<file path="src/rtl/avmm_cordic_master_if.sv">
// Command/result stream plus Avalon-MM register bus between the sequencer, the
// master and the compute slave.
interface avmm_cordic_master_if #(
  parameter int WIDTH = 32
);
  logic             cmd_valid;
  logic             cmd_ready;
  logic [WIDTH-1:0] cmd_angle;
  logic             res_valid;
  logic             res_ready;
  logic [WIDTH-1:0] res_fn1;
  logic [WIDTH-1:0] res_fn2;
  logic [1:0]       res_err;
  logic             busy;
  logic             chipselect;
  logic             write_n;
  logic [2:0]       address;
  logic [WIDTH-1:0] writedata;
  logic [WIDTH-1:0] readdata;

  modport master (
    input  cmd_valid, cmd_angle, res_ready, readdata,
    output cmd_ready, res_valid, res_fn1, res_fn2, res_err, busy,
           chipselect, write_n, address, writedata
  );

  modport slave (
    output cmd_valid, cmd_angle, res_ready, readdata,
    input  cmd_ready, res_valid, res_fn1, res_fn2, res_err, busy,
           chipselect, write_n, address, writedata
  );
endinterface

</file>
<file path="src/rtl/avmm_cordic_master.sv">
// Avalon-MM initiator: per command writes/verifies the angle, starts the slave,
// polls done, reads fn1/fn2, clears done and hands the result downstream.
module avmm_cordic_master #(
  parameter int WIDTH     = 32,
  parameter int POLL_GAP  = 4,
  parameter int MAX_POLLS = 1024
) (
  input  logic                 clk,
  input  logic                 rst,
  avmm_cordic_master_if.master bus
);
  localparam int POLL_W = $clog2(MAX_POLLS + 1);
  localparam int GAP_W  = $clog2(POLL_GAP + 2);
  localparam logic [POLL_W-1:0] POLL_LAST = POLL_W'(MAX_POLLS);
  localparam logic [GAP_W-1:0]  GAP_LAST  = GAP_W'((POLL_GAP > 0) ? POLL_GAP - 1 : 0);

  localparam logic [2:0] A_ANGLE = 3'd0;
  localparam logic [2:0] A_START = 3'd1;
  localparam logic [2:0] A_FN1   = 3'd2;
  localparam logic [2:0] A_FN2   = 3'd3;
  localparam logic [2:0] A_DONE  = 3'd4;

  typedef enum logic [3:0] {
    IDLE, WR_N, RD_N, WR_START, POLL, GAP, RD_FN1, RD_FN2, CLR, OUT
  } state_t;

  state_t state, state_nxt;

  logic [WIDTH-1:0]  angle_q, angle_nxt;
  logic [WIDTH-1:0]  fn1_q, fn1_nxt;
  logic [WIDTH-1:0]  fn2_q, fn2_nxt;
  logic [1:0]        err_q, err_nxt;
  logic [POLL_W-1:0] poll_cnt, poll_cnt_nxt, poll_inc;
  logic [GAP_W-1:0]  gap_cnt, gap_cnt_nxt;
  logic              cs_q, cs_nxt;
  logic              wn_q, wn_nxt;
  logic [2:0]        addr_q, addr_nxt;
  logic [WIDTH-1:0]  wd_q, wd_nxt;

  always_ff @(posedge clk) begin
    if (rst) begin
      state    <= IDLE;
      poll_cnt <= '0;
      gap_cnt  <= '0;
      err_q    <= '0;
      fn1_q    <= '0;
      fn2_q    <= '0;
      cs_q     <= 1'b0;
      wn_q     <= 1'b1;
      addr_q   <= '0;
      wd_q     <= '0;
    end else begin
      state    <= state_nxt;
      poll_cnt <= poll_cnt_nxt;
      gap_cnt  <= gap_cnt_nxt;
      err_q    <= err_nxt;
      fn1_q    <= fn1_nxt;
      fn2_q    <= fn2_nxt;
      cs_q     <= cs_nxt;
      wn_q     <= wn_nxt;
      addr_q   <= addr_nxt;
      wd_q     <= wd_nxt;
    end
  end

  always_ff @(posedge clk) begin
    angle_q <= angle_nxt;
  end

  always_comb begin
    state_nxt    = state;
    angle_nxt    = angle_q;
    fn1_nxt      = fn1_q;
    fn2_nxt      = fn2_q;
    err_nxt      = err_q;
    poll_cnt_nxt = poll_cnt;
    gap_cnt_nxt  = gap_cnt;
    poll_inc     = poll_cnt + 1'b1;
    cs_nxt       = 1'b0;
    wn_nxt       = 1'b1;
    addr_nxt     = A_ANGLE;
    wd_nxt       = '0;

    unique case (state)
      IDLE: begin
        if (bus.cmd_valid) begin
          angle_nxt = bus.cmd_angle;
          fn1_nxt   = '0;
          fn2_nxt   = '0;
          err_nxt   = 2'b00;
          state_nxt = WR_N;
        end
      end
      WR_N: state_nxt = RD_N;
      RD_N: begin
        if (bus.readdata != angle_q) begin
          err_nxt   = 2'b01;
          state_nxt = OUT;
        end else begin
          state_nxt = WR_START;
        end
      end
      WR_START: begin
        poll_cnt_nxt = '0;
        state_nxt    = POLL;
      end
      POLL: begin
        poll_cnt_nxt = poll_inc;
        gap_cnt_nxt  = '0;
        if (bus.readdata[0]) begin
          state_nxt = RD_FN1;
        end else if (poll_inc == POLL_LAST) begin
          err_nxt   = 2'b10;
          fn1_nxt   = '0;
          fn2_nxt   = '0;
          state_nxt = CLR;
        end else if (POLL_GAP == 0) begin
          state_nxt = POLL;
        end else begin
          state_nxt = GAP;
        end
      end
      GAP: begin
        if (gap_cnt == GAP_LAST) state_nxt = POLL;
        else                     gap_cnt_nxt = gap_cnt + 1'b1;
      end
      RD_FN1: begin
        fn1_nxt   = bus.readdata;
        state_nxt = RD_FN2;
      end
      RD_FN2: begin
        fn2_nxt   = bus.readdata;
        state_nxt = CLR;
      end
      CLR: state_nxt = OUT;
      OUT: begin
        if (bus.res_ready) state_nxt = IDLE;
      end
      default: state_nxt = IDLE;
    endcase

    // Bus outputs are registered, so they are decoded from the state being entered.
    case (state_nxt)
      WR_N:     begin cs_nxt = 1'b1; wn_nxt = 1'b0; addr_nxt = A_ANGLE; wd_nxt = angle_nxt; end
      RD_N:     begin cs_nxt = 1'b1; addr_nxt = A_ANGLE; end
      WR_START: begin cs_nxt = 1'b1; wn_nxt = 1'b0; addr_nxt = A_START; end
      POLL:     begin cs_nxt = 1'b1; addr_nxt = A_DONE; end
      RD_FN1:   begin cs_nxt = 1'b1; addr_nxt = A_FN1; end
      RD_FN2:   begin cs_nxt = 1'b1; addr_nxt = A_FN2; end
      CLR:      begin cs_nxt = 1'b1; wn_nxt = 1'b0; addr_nxt = A_DONE; end
      default:  ;
    endcase
  end

  assign bus.cmd_ready  = (state == IDLE);
  assign bus.res_valid  = (state == OUT);
  assign bus.busy       = (state != IDLE);
  assign bus.res_fn1    = fn1_q;
  assign bus.res_fn2    = fn2_q;
  assign bus.res_err    = err_q;
  assign bus.chipselect = cs_q;
  assign bus.write_n    = wn_q;
  assign bus.address    = addr_q;
  assign bus.writedata  = wd_q;
endmodule

</file>
<file path="src/flat_wrapper.sv">
// flat-port wrapper written by rule: the top's interface ports become plain ports
module avmm_cordic_master_flat 
#(
  parameter int WIDTH     = 32,
  parameter int POLL_GAP  = 4,
  parameter int MAX_POLLS = 1024
)
  (clk, rst, bus_cmd_valid, bus_cmd_angle, bus_res_ready, bus_readdata, bus_cmd_ready, bus_res_valid, bus_res_fn1, bus_res_fn2, bus_res_err, bus_busy, bus_chipselect, bus_write_n, bus_address, bus_writedata);
  avmm_cordic_master_if #(.WIDTH(WIDTH)) bus_i ();
  input  logic clk;
  input  logic rst;
  input wire logic [$bits(bus_i.cmd_valid)-1:0] bus_cmd_valid;
  input wire logic [$bits(bus_i.cmd_angle)-1:0] bus_cmd_angle;
  input wire logic [$bits(bus_i.res_ready)-1:0] bus_res_ready;
  input wire logic [$bits(bus_i.readdata)-1:0] bus_readdata;
  output wire logic [$bits(bus_i.cmd_ready)-1:0] bus_cmd_ready;
  output wire logic [$bits(bus_i.res_valid)-1:0] bus_res_valid;
  output wire logic [$bits(bus_i.res_fn1)-1:0] bus_res_fn1;
  output wire logic [$bits(bus_i.res_fn2)-1:0] bus_res_fn2;
  output wire logic [$bits(bus_i.res_err)-1:0] bus_res_err;
  output wire logic [$bits(bus_i.busy)-1:0] bus_busy;
  output wire logic [$bits(bus_i.chipselect)-1:0] bus_chipselect;
  output wire logic [$bits(bus_i.write_n)-1:0] bus_write_n;
  output wire logic [$bits(bus_i.address)-1:0] bus_address;
  output wire logic [$bits(bus_i.writedata)-1:0] bus_writedata;
  assign bus_i.cmd_valid = bus_cmd_valid;
  assign bus_i.cmd_angle = bus_cmd_angle;
  assign bus_i.res_ready = bus_res_ready;
  assign bus_i.readdata = bus_readdata;
  assign bus_cmd_ready = bus_i.cmd_ready;
  assign bus_res_valid = bus_i.res_valid;
  assign bus_res_fn1 = bus_i.res_fn1;
  assign bus_res_fn2 = bus_i.res_fn2;
  assign bus_res_err = bus_i.res_err;
  assign bus_busy = bus_i.busy;
  assign bus_chipselect = bus_i.chipselect;
  assign bus_write_n = bus_i.write_n;
  assign bus_address = bus_i.address;
  assign bus_writedata = bus_i.writedata;
  avmm_cordic_master #(.WIDTH(WIDTH), .POLL_GAP(POLL_GAP), .MAX_POLLS(MAX_POLLS)) u_core (.clk(clk), .rst(rst), .bus(bus_i));
endmodule
</file>
<file path="config.mk">
export PLATFORM = sky130hd
export DESIGN_NAME = avmm_cordic_master_flat
export DESIGN_NICKNAME = d
export VERILOG_FILES = /design/src/rtl/avmm_cordic_master_if.sv /design/src/rtl/avmm_cordic_master.sv /design/src/flat_wrapper.sv
export SDC_FILE = /design/constraint.sdc
export NUM_CORES = 1
export LEC_CHECK = 0
export BUFFER_PORTS_ARGS = -buffer_cell sky130_fd_sc_hd__clkbuf_2
export CAP_MARGIN = 20
export CORE_MARGIN = 1
export CORE_UTILIZATION = 51
export CTS_CLUSTER_SIZE = 25
export DETAILED_ROUTE_END_ITERATION = 6
export HOLD_SLACK_MARGIN = 0.02
export PLACE_DENSITY = 0.87
export RECOVER_POWER = 50
export SLEW_MARGIN = 20
export SYNTH_ARGS = -nofsm -noshare
export SYNTH_HDL_FRONTEND = slang
export SYNTH_SLANG_ARGS = --single-unit
</file>
<file path="constraint.sdc">
create_clock -name clk -period 3.3 [get_ports clk]
set_input_delay 0.495 -clock clk [delete_from_list [all_inputs] [get_ports clk]]
set_output_delay 0.495 -clock clk [all_outputs]
set_load 0.01 [all_outputs]
</file>
# Word-level counts from Yosys, hierarchy flattened
# Cells that the tools add are included.
dict set report word_totals {
  register_bits 153
}
dict set report classes {
  add_sub_neg 2
  n_eq_ne 24
  mux 25
  n_bitwise 1
  reduce_logical 15
}
# operator n
set op_table {}
lappend op_table {{$pmux 32 s3} 2}
lappend op_table {{$mux 32} 5}
lappend op_table {{$pmux 4 s10} 1}
lappend op_table {{$ne 32x32->1} 1}
lappend op_table {{$eq 4x3->1 const B} 7}
lappend op_table {{$mux 4} 6}
lappend op_table {{$pmux 11 s2} 1}
lappend op_table {{$eq 4x2->1 const B} 4}
lappend op_table {{$eq 4x4->1 const B} 3}
lappend op_table {{$pmux 3 s4} 1}
lappend op_table {{$add 11x1->11 const B} 1}
lappend op_table {{$eq 11x11->1 const B} 1}
lappend op_table {{$reduce_bool 3->1} 3}
lappend op_table {{$eq 4x1->1 const B} 2}
lappend op_table {{$mux 2} 4}
lappend op_table {{$reduce_and 4->1} 2}
lappend op_table {{$reduce_or 7->1} 1}
lappend op_table {{$ne 2x2->1 const B} 3}
lappend op_table {{$pmux 2 s3} 1}
lappend op_table {{$pmux 3 s2} 1}
lappend op_table {{$reduce_and 5->1} 1}
lappend op_table {{$logic_not 4->1} 1}
lappend op_table {{$ne 2x1->1 const B} 2}
lappend op_table {{$reduce_bool 2->1} 2}
lappend op_table {{9 further kinds} 11}

# Longest topological paths before layout
dict set report logic_depth {
  depth_word 8
  depth_mapped 9
  mapped_depth_nobuf 8
}

# Least setup slack after synthesis
# No wires, ideal clock.
dict set report synth_timing {
  path_kind {register to register}
  from {register u_core.poll_cnt[0]}
  to {register u_core.wn_q, in the netlist u_core.bus.write_n}
  t_arrival_ns 2.170
  required_ns 3.186
  path_slack_ns 1.016
  stages_incl_launch_ff 9
  path_buffers 0
  path_cell_list {dfxtp_1 -> ha_1 -> nand3_1 -> o311ai_1 -> a22oi_1 -> nor3b_2 -> o311a_4 -> or2_2 -> a21o_1}
}
dict set report synth_via {
  elab_chain_len 8
  elab_cells_between_ends 10
  classes_between {add/sub: 1; eq/ne: 4; mux: 4; reduce/logical: 1}
}
# item line
set synth_rtl {}
lappend synth_rtl {{start, declared} avmm_cordic_master.sv:33} ;# logic [POLL_W-1:0] poll_cnt, poll_cnt_nxt, poll_inc;
lappend synth_rtl {{start signal, assigned} avmm_cordic_master.sv:54} ;# poll_cnt <= poll_cnt_nxt;
lappend synth_rtl {{$add 11x1->11 (*)} avmm_cordic_master.sv:78} ;# poll_inc = poll_cnt + 1'b1;
lappend synth_rtl {{$eq 11x11->1 (*)} avmm_cordic_master.sv:112} ;# end else if (poll_inc == POLL_LAST) begin
lappend synth_rtl {{$mux 4 (*)} avmm_cordic_master.sv:112}
lappend synth_rtl {{$mux 4 (*)} avmm_cordic_master.sv:110} ;# if (bus.readdata[0]) begin
lappend synth_rtl {{$pmux 4 s10 (*)} avmm_cordic_master.sv:84} ;# unique case (state)
lappend synth_rtl {{$eq 4x2->1, or another cell as far along} avmm_cordic_master.sv:143} ;# case (state_nxt)
lappend synth_rtl {{$reduce_or 3->1 (no source line) (*)} --}
lappend synth_rtl {{$mux 1 (*)} avmm_cordic_master.sv:143}
lappend synth_rtl {{end signal, assigned} avmm_cordic_master.sv:60} ;# wn_q <= wn_nxt;
lappend synth_rtl {{end, declared} avmm_cordic_master.sv:36} ;# logic wn_q, wn_nxt;
# Every way passes the cells marked *; elsewhere a longest branch is shown, timed or not.
# A chain may end at the register's enable or synchronous reset.

# Final worst setup path
dict set report layout_timing {
  from {register u_core.poll_cnt[0]}
  to {register u_core.wd_q[3], in the netlist u_core.bus.writedata[3]}
}
dict set report layout_via {
  elab_chain_len 8
}
# item line
set layout_rtl {}
lappend layout_rtl {{$add 11x1->11} avmm_cordic_master.sv:78}
lappend layout_rtl {{$eq 11x11->1} avmm_cordic_master.sv:112}
lappend layout_rtl {{$mux 4} avmm_cordic_master.sv:112}
lappend layout_rtl {{$mux 4} avmm_cordic_master.sv:110}
lappend layout_rtl {{$pmux 4 s10} avmm_cordic_master.sv:84}
lappend layout_rtl {{$eq 4x1->1} avmm_cordic_master.sv:143}
lappend layout_rtl {{$not 1->1 (no source line)} --}
lappend layout_rtl {{$reduce_or 2->1 (no source line)} --}
lappend layout_rtl {{end signal, assigned} avmm_cordic_master.sv:62} ;# wd_q <= wd_nxt;
lappend layout_rtl {{end, declared} avmm_cordic_master.sv:38} ;# logic [WIDTH-1:0] wd_q, wd_nxt;
# Every way passes these cells.

==> impl.org <==
** Status
- Result of the run :: finished, final reports clean

** Layout
- Commonest cells after routing, fill and taps aside :: dfxtp_1 (153), clkbuf_1 (105), nor2_1 (95)
- From synthesis to final layout, the design area changed by 23.7%.
- FILL cells :: 840
- Antenna diode instance count :: 0
- The final layout contains 825 nets.
- Fraction of final layout cells with drive strength greater than 1 :: 19.5%
- Most frequent standard cell in the layout excluding fill and tap cells :: dfxtp_1
- Area of the multi-input gates :: 2580 um2
- Registers take 3060 um2.
- Measured on the finished design, the core utilization comes to 65.8%.

** Placement
- Buffers placed on the I/O ports in this run total 173.
- Routability Congestion :: 0.905
- Hpwl dp :: 12400 um
- Before CTS, the worst setup slack after placement is 417 ps.

** Worst setup path
- On the worst path, the slowest cell contributes a delay of 590 ps.
- CP cell instances :: ha_1 -> nand3_1 -> o311ai_1 -> a22oi_1 -> nor3b_2 -> o311a_4 -> nand4bb_4 -> nor2b_1
- Worst flop-to-flop path startpoint :: u_core.poll_cnt[0]
- Critical Path Start Type :: flop
- Arr. time, crit path :: 3310 ps
- The slowest stage of the critical path is the nand4bb_4 cell.
- STA classifies the critical path endpoint as a flop.
- Data on the critical path is required at its endpoint by 3630 ps.
- The critical path is of the flop to flop type.
- Along the worst path, the maximum fanout reaches 32.
- The setup check on the worst reg-to-reg path leaves a slack of 320 ps.
- In this run the critical register-to-register path is captured at u_core.bus.writedata[3].
- Measured in cells, the most critical reg-to-reg path has a length of 8.
- Tracing the worst setup path back leads to its startpoint at u_core.poll_cnt[0].

** Hold path
- HP Class :: input pin to flop
- Worst Hold Depth :: 2
- For hold timing, the worst endpoint is u_core.angle_q[28].
- The worst hold path begins at bus_cmd_angle[28].

** Clocking
- Latest clock arrival within the worst-skew pair :: 420 ps
- Number of buffers added for setup after CTS :: 0
- After clock tree synthesis, the clock-pin slew on the worst setup and hold paths is 60 ps.
- Maximum root-to-sink buffer count :: 2
- Resized Gates After CTS :: 0
- TritonCTS built the clock tree.
- CTS H-tree depth :: 4
- Hold buffer count at cts :: 0
- Clock Sink Count :: 153
- In this run the clock root is driven by a clkbuf_16.
- Buffers inserted during clock tree synthesis total 17.

** STA
- At the pin with the least slew margin, the transition time is 1010 ps.
- Derived from the worst setup path, the maximum achievable clock frequency is 335 MHz.
- Setup violations remaining at the end of the flow were counted as 0.
- In the finished design, the share of the clock period the worst path needs comes to 90.4%.
- Final-report hold violation count :: 0
- Across the routed clock network, the largest skew measured is 9.50 ps.
- Post-route setup slack :: 316 ps
- Setup_tns :: 0 ps
- The clock period could shrink to 2980 ps.
- The count of pins over their slew limit was 0.
- Hold timing on the final database bottoms out at a slack of 316 ps.
- Relative max-transition margin :: 32.2%
- Unrepaired setup endpoints after global routing :: false

** Routing
- After detailed routing, the number of remaining DRC violations is 0.
- After detailed routing, the average wire length per cell comes to 19.3 um.
- The routed layout has 5293 vias.
- For this block, the initial DRC count from the detailed router was 549.
- Total wirelength of the detailed-routed design :: 17500 um
- Residual antenna-violating net count after detailed routing :: 0
- Dividing the detail-routed via count by the number of cells gives 5.85.
- Total iterations of the first detailed-routing run :: 6

** Global routing
- Global router's overall resource usage :: 30.3%
- Antenna violations before repair :: 0
- The first global-routing pass estimated 26900 um of wire.
- Largest net degree at the start of global routing :: 50
- Global routing finished with a remaining overflow of 0.
- Vias in the first global route :: 5237

** Power
- Registers are responsible for 43.6% of the overall power.
- Combinational logic is responsible for 20.4% of the overall power.
- Switching power :: 0.00153 W
- In this run the power density over the cells is 727 nW/um2.
- The internal power of the cells totals 0.00372 W.
- In this run the static leakage power is 2.75 nW.
- The worst-case IR drop observed on VDD is 472 uV.
- In this run, the clock network consumes 36.0% of the power.
- Post-layout total power :: 0.00525 W
- Net switching share of the total power :: 29.1%

** Floorplanning
- The floorplan step defined a die boundary enclosing 11900 um2.
- The die is 109 um tall.
- 174 I/O pins were placed.
- The initial utilization of the core area, before any placement, comes to 53.2%.
- Core region area :: 11000 um2
- The floorplan step set the die width to 109 um.
- FP Rows :: 38

** Logic synthesis
- For this run, the leading register cell type out of synthesis is dfxtp_1.
- Share of synthesized registers carrying an async set or reset :: 0%
- Post-synthesis net count :: 664
- Number of instances in the synthesized netlist :: 592
- In this run, distinct cell masters in the synthesized netlist total 46.
- Syn. warnings :: 0
- Average size of a mapped cell :: 9.86 um2
- Counting flops with a built-in enable in the synthesized netlist gives 0.
- Total of flip-flops plus latches after synthesis :: 153
- The cell area that synthesis handed to floorplanning was 5840 um2.
- Part of the Yosys area used for sequential elements :: 52.5%

** Job
- Count of max-cap constraint violations :: 0
-- state kept, by name (all words and copies together), names as in the netlist --
name / cells
u_core.bus.res_fn1: 32
u_core.bus.res_err: 2
u_core.gap_cnt: 3
u_core.bus.address: 3
u_core.bus.write_n: 1
u_core.bus.writedata: 32
u_core.poll_cnt: 11
u_core.angle_q: 32
u_core.state: 4
u_core.bus.res_fn2: 32
u_core.bus.chipselect: 1
-- worst max path at each step --
stage / slack, ps / endpoint
floorplan: 1020 / u_core.bus.write_n
global placement: 630 / u_core.bus.writedata[1]
detailed placement: 420 / u_core.bus.writedata[10]
CTS: 380 / u_core.bus.writedata[3]
global route: 160 / u_core.bus.writedata[9]
finish: 320 / u_core.bus.writedata[3]
-- power by group through the flow --
stage,sequential (W),combinational (W),clock [W]
6_report,0.00229,0.00107,0.00189
5_1_grt,0.00231,0.00113,0.00199
4_1_cts,0.00228,0.00108,0.00190
3_5_place_dp,0.00231,0.00106,0
3_3_place_gp,0.00230,0.00102,0
2_1_floorplan,0.00231,0.000683,0
-- cells in the mapped netlist (4+ instances only) --
cell type | count | area share [%]
a31oi_1 | 5 | 0.54
buf_2 | 4 | 0.34
nand3_1 | 10 | 0.86
xnor2_1 | 34 | 5.1
ha_1 | 4 | 0.86
nor2b_1 | 32 | 3.4
nor2_1 | 96 | 6.2
nand2_1 | 18 | 1.2
nor4_1 | 5 | 0.54
mux2_2 | 32 | 6.2
o21ai_0 | 12 | 1.0
nor3_1 | 8 | 0.69
a22oi_1 | 67 | 8.6
dfxtp_1 | 153 | 52
nand4_1 | 11 | 1.2
clkbuf_1 | 31 | 2.0
a21oi_1 | 17 | 1.5
inv_1 | 8 | 0.51
-- critical path, delay by kind of cell, from the launching register on --
kind / cells / cell delay (ps)
simple gates: 4 / 1270
compound gates: 3 / 870
flops: 1 / 430
fa+ha+maj: 1 / 300
-- per-stage QoR --
| step | instance area, um2 | cells |
|---|---|---|
| final | 7220 | 905 |
| after global routing | 7220 | 905 |
| after CTS | 7350 | 905 |
| after detailed placement | 6790 | 874 |
| after global placement | 6790 | 874 |
| after floorplan | 5840 | 592 |
-- metal layers --
metal  part of all wire [%]  track usage [%]  up-vias
li1                       -                -     2393
met1                     38             34.4     2538
met2                     50             49.6      293
met3                    8.3             10.6       69
met4                    3.8             16.5        0
met5                      0                0        -
-- layout make-up --
class	instances	share of cell area (%)
Clock buffer	20	6.18
Timing Repair Buffer	182	11.1
Multi-Input combinational cell	391	35.8
Clock inverter	11	1.68
Sequential cell	153	42.4
Inverter	8	0.416
Tap cell	140	2.42
-- cells by family after synthesis --
family                     Yosys count  share of synthesized area [%]
and+or+nand+nor                    199                           16.8
DFF                                153                           52.5
AOI/OAI and AO/OA                  119                           14.5
buffers and inverters               48                           3.64
xor gates and xnor gates            37                           5.55
muxes                               32                           6.17
adders and majority gates            4                          0.857
Power figures use the tool's default switching activity.
